[src/rtl/mem_port_arbiter_if.sv]
// Bundle of fetch, data and memory-side signals shared by mem_port_arbiter.
//   slave  : arbiter view (takes requests and mem_rdata, drives responses and command)
//   master : requester/memory view (drives requests and mem_rdata)
interface mem_port_arbiter_if #(
    parameter int unsigned ADDR_W = 32,
    parameter int unsigned DATA_W = 32
);
    // Instruction fetch
    logic              if_req;
    logic [ADDR_W-1:0] if_addr;
    logic [DATA_W-1:0] if_rdata;
    logic              if_valid;
    // Data access
    logic              d_read;
    logic              d_write;
    logic [ADDR_W-1:0] d_addr;
    logic [DATA_W-1:0] d_wdata;
    logic [DATA_W-1:0] d_rdata;
    logic              d_valid;
    // Pipeline freeze
    logic              stall;
    // Memory command
    logic              mem_en;
    logic              mem_we;
    logic [ADDR_W-1:0] mem_addr;
    logic [DATA_W-1:0] mem_wdata;
    logic [DATA_W-1:0] mem_rdata;

    modport slave (
        input  if_req, if_addr, d_read, d_write, d_addr, d_wdata, mem_rdata,
        output if_rdata, if_valid, d_rdata, d_valid, stall,
        output mem_en, mem_we, mem_addr, mem_wdata
    );

    modport master (
        output if_req, if_addr, d_read, d_write, d_addr, d_wdata, mem_rdata,
        input  if_rdata, if_valid, d_rdata, d_valid, stall,
        input  mem_en, mem_we, mem_addr, mem_wdata
    );
endinterface

[src/rtl/mem_port_arbiter.sv]
// Shares one fixed-latency single-port memory between instruction fetch and data access.
// One access at a time; the command is held for MEM_LAT cycles and the result is returned
// with a one-cycle valid pulse. Ties alternate so neither requester starves.
// Ports:
//   clk  : system clock, rising edge
//   rst  : synchronous reset, active-high
//   bus  : mem_port_arbiter_if.slave (fetch, data, stall and memory command signals)
module mem_port_arbiter #(
    parameter int unsigned ADDR_W  = 32,
    parameter int unsigned DATA_W  = 32,
    parameter int unsigned MEM_LAT = 2
) (
    input  logic              clk,
    input  logic              rst,
    mem_port_arbiter_if.slave bus
);
    localparam int unsigned      CNT_W    = (MEM_LAT > 1) ? $clog2(MEM_LAT) : 1;
    localparam logic [CNT_W-1:0] CNT_LAST = CNT_W'(MEM_LAT - 1);

    typedef enum logic [1:0] {StIdle, StData, StFetch} state_e;

    state_e            state_q, state_d;
    logic [CNT_W-1:0]  cnt_q, cnt_d;
    logic              last_fetch_q, last_fetch_d;
    logic              we_q, we_d;
    logic [ADDR_W-1:0] addr_q, addr_d;
    logic [DATA_W-1:0] wdata_q, wdata_d;
    logic [DATA_W-1:0] if_rdata_q, if_rdata_d;
    logic [DATA_W-1:0] d_rdata_q, d_rdata_d;
    logic              if_valid_q, if_valid_d;
    logic              d_valid_q, d_valid_d;

    logic d_req, if_elig, d_elig, grant_data, grant_fetch;

    // A requester still holding its line during its completion cycle is not eligible.
    always_comb begin
        d_req       = bus.d_read | bus.d_write;
        if_elig     = bus.if_req & ~if_valid_q;
        d_elig      = d_req & ~d_valid_q;
        grant_data  = d_elig & (~if_elig | last_fetch_q);
        grant_fetch = if_elig & ~grant_data;
    end

    always_comb begin
        state_d      = state_q;
        cnt_d        = cnt_q;
        last_fetch_d = last_fetch_q;
        we_d         = we_q;
        addr_d       = addr_q;
        wdata_d      = wdata_q;
        if_rdata_d   = if_rdata_q;
        d_rdata_d    = d_rdata_q;
        if_valid_d   = 1'b0;
        d_valid_d    = 1'b0;
        unique case (state_q)
            StIdle: begin
                if (grant_data) begin
                    state_d      = StData;
                    cnt_d        = '0;
                    last_fetch_d = 1'b0;
                    we_d         = bus.d_write;
                    addr_d       = bus.d_addr;
                    wdata_d      = bus.d_wdata;
                end else if (grant_fetch) begin
                    state_d      = StFetch;
                    cnt_d        = '0;
                    last_fetch_d = 1'b1;
                    we_d         = 1'b0;
                    addr_d       = bus.if_addr;
                end
            end
            StData, StFetch: begin
                cnt_d = cnt_q + 1'b1;
                if (cnt_q == CNT_LAST) begin
                    state_d = StIdle;
                    cnt_d   = '0;
                    if (state_q == StFetch) begin
                        if_rdata_d = bus.mem_rdata;
                        if_valid_d = 1'b1;
                    end else begin
                        d_valid_d = 1'b1;
                        // Writes (including read+write) leave load data untouched.
                        if (!we_q) begin
                            d_rdata_d = bus.mem_rdata;
                        end
                    end
                end
            end
            default: state_d = StIdle;
        endcase
    end

    always_ff @(posedge clk) begin
        if (rst) begin
            state_q      <= StIdle;
            cnt_q        <= '0;
            last_fetch_q <= 1'b1;
            we_q         <= 1'b0;
            addr_q       <= '0;
            wdata_q      <= '0;
            if_rdata_q   <= '0;
            d_rdata_q    <= '0;
            if_valid_q   <= 1'b0;
            d_valid_q    <= 1'b0;
        end else begin
            state_q      <= state_d;
            cnt_q        <= cnt_d;
            last_fetch_q <= last_fetch_d;
            we_q         <= we_d;
            addr_q       <= addr_d;
            wdata_q      <= wdata_d;
            if_rdata_q   <= if_rdata_d;
            d_rdata_q    <= d_rdata_d;
            if_valid_q   <= if_valid_d;
            d_valid_q    <= d_valid_d;
        end
    end

    always_comb begin
        bus.mem_en    = (state_q != StIdle);
        bus.mem_we    = we_q & (state_q == StData);
        bus.mem_addr  = addr_q;
        bus.mem_wdata = wdata_q;
        bus.if_rdata  = if_rdata_q;
        bus.if_valid  = if_valid_q;
        bus.d_rdata   = d_rdata_q;
        bus.d_valid   = d_valid_q;
        bus.stall     = (bus.if_req & ~if_valid_q) | (d_req & ~d_valid_q);
    end
endmodule

[src/flat_wrapper.sv]
// flat-port wrapper written by rule: the top's interface ports become plain ports
module mem_port_arbiter_flat 
#(
    parameter int unsigned ADDR_W  = 32,
    parameter int unsigned DATA_W  = 32,
    parameter int unsigned MEM_LAT = 2
)
  (clk, rst, bus_if_req, bus_if_addr, bus_d_read, bus_d_write, bus_d_addr, bus_d_wdata, bus_mem_rdata, bus_if_rdata, bus_if_valid, bus_d_rdata, bus_d_valid, bus_stall, bus_mem_en, bus_mem_we, bus_mem_addr, bus_mem_wdata);
  mem_port_arbiter_if #(.ADDR_W(ADDR_W), .DATA_W(DATA_W)) bus_i ();
  input  logic clk;
  input  logic rst;
  input wire logic [$bits(bus_i.if_req)-1:0] bus_if_req;
  input wire logic [$bits(bus_i.if_addr)-1:0] bus_if_addr;
  input wire logic [$bits(bus_i.d_read)-1:0] bus_d_read;
  input wire logic [$bits(bus_i.d_write)-1:0] bus_d_write;
  input wire logic [$bits(bus_i.d_addr)-1:0] bus_d_addr;
  input wire logic [$bits(bus_i.d_wdata)-1:0] bus_d_wdata;
  input wire logic [$bits(bus_i.mem_rdata)-1:0] bus_mem_rdata;
  output wire logic [$bits(bus_i.if_rdata)-1:0] bus_if_rdata;
  output wire logic [$bits(bus_i.if_valid)-1:0] bus_if_valid;
  output wire logic [$bits(bus_i.d_rdata)-1:0] bus_d_rdata;
  output wire logic [$bits(bus_i.d_valid)-1:0] bus_d_valid;
  output wire logic [$bits(bus_i.stall)-1:0] bus_stall;
  output wire logic [$bits(bus_i.mem_en)-1:0] bus_mem_en;
  output wire logic [$bits(bus_i.mem_we)-1:0] bus_mem_we;
  output wire logic [$bits(bus_i.mem_addr)-1:0] bus_mem_addr;
  output wire logic [$bits(bus_i.mem_wdata)-1:0] bus_mem_wdata;
  assign bus_i.if_req = bus_if_req;
  assign bus_i.if_addr = bus_if_addr;
  assign bus_i.d_read = bus_d_read;
  assign bus_i.d_write = bus_d_write;
  assign bus_i.d_addr = bus_d_addr;
  assign bus_i.d_wdata = bus_d_wdata;
  assign bus_i.mem_rdata = bus_mem_rdata;
  assign bus_if_rdata = bus_i.if_rdata;
  assign bus_if_valid = bus_i.if_valid;
  assign bus_d_rdata = bus_i.d_rdata;
  assign bus_d_valid = bus_i.d_valid;
  assign bus_stall = bus_i.stall;
  assign bus_mem_en = bus_i.mem_en;
  assign bus_mem_we = bus_i.mem_we;
  assign bus_mem_addr = bus_i.mem_addr;
  assign bus_mem_wdata = bus_i.mem_wdata;
  mem_port_arbiter #(.ADDR_W(ADDR_W), .DATA_W(DATA_W), .MEM_LAT(MEM_LAT)) u_core (.clk(clk), .rst(rst), .bus(bus_i));
endmodule
[config.mk]
export PLATFORM = sky130hd
export DESIGN_NAME = mem_port_arbiter_flat
export DESIGN_NICKNAME = d
export VERILOG_FILES = /design/src/rtl/mem_port_arbiter_if.sv /design/src/rtl/mem_port_arbiter.sv /design/src/flat_wrapper.sv
export SDC_FILE = /design/constraint.sdc
export NUM_CORES = 1
export LEC_CHECK = 0
export CAP_MARGIN = 20
export CORE_MARGIN = 2
export CORE_UTILIZATION = 45
export DETAILED_ROUTE_END_ITERATION = 7
export PLACE_DENSITY = 0.86
export SLEW_MARGIN = 20
export SYNTH_ARGS = -nofsm -noshare
export SYNTH_HDL_FRONTEND = slang
export SYNTH_SLANG_ARGS = --single-unit
[constraint.sdc]
create_clock -name clk -period 3.85 [get_ports clk]
set_clock_uncertainty 0.1 [all_clocks]
set_input_delay 0.77 -clock clk [delete_from_list [all_inputs] [get_ports clk]]
set_output_delay 0.77 -clock clk [all_outputs]
set_load 0.02 [all_outputs]
==> results.sh <==
export IMPL_route_detailed_wl_per_inst_um=16.7
export IMPL_finalWorstPathRequiredPeriod_ps=3060
export IMPL_ys_dominant_reg_cell="sky130_fd_sc_hd__dfxtp_1"
export IMPL_grt_pass1_vias=5309
export IMPL_core_area_um2=12600
export IMPL_finalHoldViolCount=0
export IMPL_antenna_found_initial=0
export IMPL_clock_sinks=135
export IMPL_timing_critical_path_required_ps=2980
export IMPL_start_kind="input port"
export IMPL_routed_via_count=5649
export IMPL_timing_setup_tns_ps=0
export IMPL_die_height_um=117
export IMPL_fmaxAchievable_mhz=327
export IMPL_synthCells=661
export IMPL_synth_seq_area_share_pct=47.0
export IMPL_setup_repair_after_global_routing_missed_its_margin="no"
export IMPL_buffer_count_from_post_cts_setup_fixing=0
export IMPL_grt_first_pass_wirelength_um=27300
export IMPL_synth_top_area_share_pct=47.0
export IMPL_clkSlewWorstSetupHoldPaths_ps=60
export IMPL_cts_htree_levels=4
export IMPL_die_width_um=117
export IMPL_clock_latency_ps=410
export IMPL_setup_viol=0
export IMPL_ys_warnings_count=0
export IMPL_post_route_drc_count=0
export IMPL_timing_critical_path_to_type="output port"
export IMPL_netlist_top_cell_by_area="sky130_fd_sc_hd__dfxtp_1"
export IMPL_ys_seq_elements=135
export IMPL_largest_net_degree_at_the_start_of_global_routing=108
export IMPL_synth_area_per_cell_um2=8.70
export IMPL_p_leak_nw=3.19
export IMPL_outcome="finished, final reports clean"
export IMPL_maxCapViolations=0
export IMPL_nNetsFinal=1026
export IMPL_cts_max_path_buffers=2
export IMPL_avgViaCountPerCell=5.26
export IMPL_final_area_um2=9000
export IMPL_post_route_cells_drive_above_1_share_pct=5.99
export IMPL_dr_first_iter_drc_count=658
export IMPL_design_portCount=266
export IMPL_dp_hpwl_um=11800
export IMPL_route_antenna_remaining_nets=0
export IMPL_criticalPathCategory="input port to output port"
export IMPL_cts_tree="done"
export IMPL_cts_hold_repair_buffers=0
export IMPL_insertedDiodeCount=0
export IMPL_utilization_pct=71.6
export IMPL_synth_async_sr_flop_share_pct=0
export IMPL_cts_made_buffers=17
export IMPL_final_cells=1074
export IMPL_post_cts_resize_count=0
export IMPL_cts_root_buf="sky130_fd_sc_hd__clkbuf_16"
export IMPL_area_overhead_of_the_layout_relative_to_synthesis_pct=56.6
export IMPL_cp_max_fo=5
export IMPL_starting_density_of_the_core_pct=45.7
export IMPL_power_density_nw_per_um2=626
export IMPL_synth_edf_count=0
export IMPL_synth_cell_area_um2=5750
export IMPL_irDropWorstVdd_v=0.000317
export IMPL_placedInstanceArea_um2=8390
export IMPL_global_route_usage_total_pct=25.7
export IMPL_detail_route_first_pass_iterations=5
export IMPL_globalplace_congestion=0.776
export IMPL_worst_endpoint_arrival_ps=2190
export IMPL_worstHoldPathType="flop to flop"
export IMPL_slew_limit_headroom_pct=41.7
export IMPL_tightest_slew_ps=875
export IMPL_final_max_slew_violation_count=0
export IMPL_num_rows=41
export IMPL_synth_area_leaders="sky130_fd_sc_hd__dfxtp_1 (47%), sky130_fd_sc_hd__nand2_1 (8.6%), sky130_fd_sc_hd__nand2b_1 (7.4%), sky130_fd_sc_hd__mux2i_1 (5.7%), sky130_fd_sc_hd__a21oi_1 (5.6%)"
export IMPL_io_buffer_count=265
export IMPL_die_area_um2=13700
export IMPL_netlist_cell_type_count=37
export IMPL_place_inst=1042
export IMPL_drt_wl_total_um=17900
export IMPL_period_share_pct=79.4
export IMPL_global_route_overflow_total=0
export IMPL_num_fill_cells=941
export IMPL_synthesis_nets=798
==> power breakdown <==
part	internal, W	switching [W]
Clock	0.00105	0.000615
Combinational	0.000975	0.00113
Sequential	0.00169	0.000173
Total	0.00372	0.00192
==> synthesized netlist by cell type, drive strengths merged (2+ instances only) <==
cell type,instances
o21ai,32
nand3,32
o32ai,2
a31oi,2
mux2i,33
o21bai,2
nor2b,3
ha,4
nor3b,2
and2,2
a211oi,33
dfxtp,135
nor3,2
nand2b,68
nand2,131
buf,37
inv,3
a311oi,32
a21oi,65
clkbuf,31
==> cell usage in the layout (no fill, tap or decap), types with 2 or more instances in the layout <==
| cell | count |
|---|---|
| sky130_fd_sc_hd__clkinv_4 | 3 |
| sky130_fd_sc_hd__inv_1 | 3 |
| sky130_fd_sc_hd__dfxtp_1 | 135 |
| sky130_fd_sc_hd__a31oi_1 | 2 |
| sky130_fd_sc_hd__and2_1 | 2 |
| sky130_fd_sc_hd__mux2i_1 | 33 |
| sky130_fd_sc_hd__a211oi_1 | 33 |
| sky130_fd_sc_hd__clkbuf_16 | 17 |
| sky130_fd_sc_hd__nand2_1 | 130 |
| sky130_fd_sc_hd__clkbuf_8 | 2 |
| sky130_fd_sc_hd__bufinv_16 | 3 |
| sky130_fd_sc_hd__a311oi_1 | 32 |
| sky130_fd_sc_hd__nand3_1 | 32 |
| sky130_fd_sc_hd__clkinvlp_4 | 2 |
| sky130_fd_sc_hd__buf_4 | 12 |
| sky130_fd_sc_hd__clkinv_2 | 4 |
| sky130_fd_sc_hd__ha_1 | 4 |
| sky130_fd_sc_hd__nor2b_1 | 2 |
| sky130_fd_sc_hd__clkdlybuf4s50_1 | 264 |
| sky130_fd_sc_hd__o32ai_1 | 2 |
| sky130_fd_sc_hd__o21ai_0 | 32 |
| sky130_fd_sc_hd__nand2b_1 | 68 |
| sky130_fd_sc_hd__a21oi_1 | 64 |
==> critical path, cell delays in order <==
cell	delay, ps
sky130_fd_sc_hd__clkdlybuf4s50_1	540
sky130_fd_sc_hd__nand2b_1	180
sky130_fd_sc_hd__nand2_1	100
sky130_fd_sc_hd__clkdlybuf4s50_1	600
==> final timing paths <==
| kind | from | end | slack [ps] | depth (start not counted) |
|---|---|---|---|---|
| max | bus_if_req | bus_stall | 790 | 4 |
| min | u_core.bus.if_rdata[27] | u_core.bus.if_rdata[27] | 350 | 2 |
| max reg2reg | u_core.state_q[0] | u_core.bus.mem_addr[13] | 1720 | 6 |
| min reg2reg | u_core.bus.if_rdata[27] | u_core.bus.if_rdata[27] | 350 | 2 |
==> kinds of logic after synthesis <==
kind of cell               Yosys count  share of synthesized area [%]
AOI/OAI and AO/OA                  172                           19.2
adders and majority gates            4                          0.871
buffers and inverters               71                           6.31
DFF                                135                           47.0
muxes                               33                           5.75
and+or+nand+nor                    246                           20.9
==> metrics by stage <==
step / hold slack (ps) / setup slack (ps) / power [W]
floorplan: 373 / 1600 / 0.00312
global placement: 340 / 852 / 0.00395
detailed placement: 346 / 813 / 0.00398
CTS: 353 / 814 / 0.00565
global route: 366 / 751 / 0.00590
finish: 351 / 795 / 0.00564
==> layer usage <==
metal	routed length, µm	global-route usage, %
met5	0	0
met4	399	11.2
met3	1970	11.4
met2	8610	41.5
met1	6960	29.7
==> final cells by class <==
class | count | area [µm²] | area share (%)
Inverter | 3 | 11.3 | 0.125
Sequential cell | 135 | 2700 | 30.0
Multi-Input combinational cell | 455 | 2710 | 30.1
Clock inverter | 12 | 151 | 1.68
Tap cell | 172 | 215 | 2.39
Clock buffer | 20 | 457 | 5.08
Timing Repair Buffer | 277 | 2750 | 30.6
==> sequential cells by signal, summed over array words and instances, names as in the netlist <==
| signal | cells |
|---|---|
| u_core.we_q | 1 |
| u_core.bus.d_valid | 1 |
| u_core.bus.d_rdata | 32 |
| u_core.bus.mem_addr | 32 |
| u_core.last_fetch_q | 1 |
| u_core.bus.mem_wdata | 32 |
| u_core.state_q | 2 |
| u_core.bus.if_valid | 1 |
| u_core.bus.if_rdata | 32 |
| u_core.cnt_q | 1 |
(Power assumes the default switching activity.)
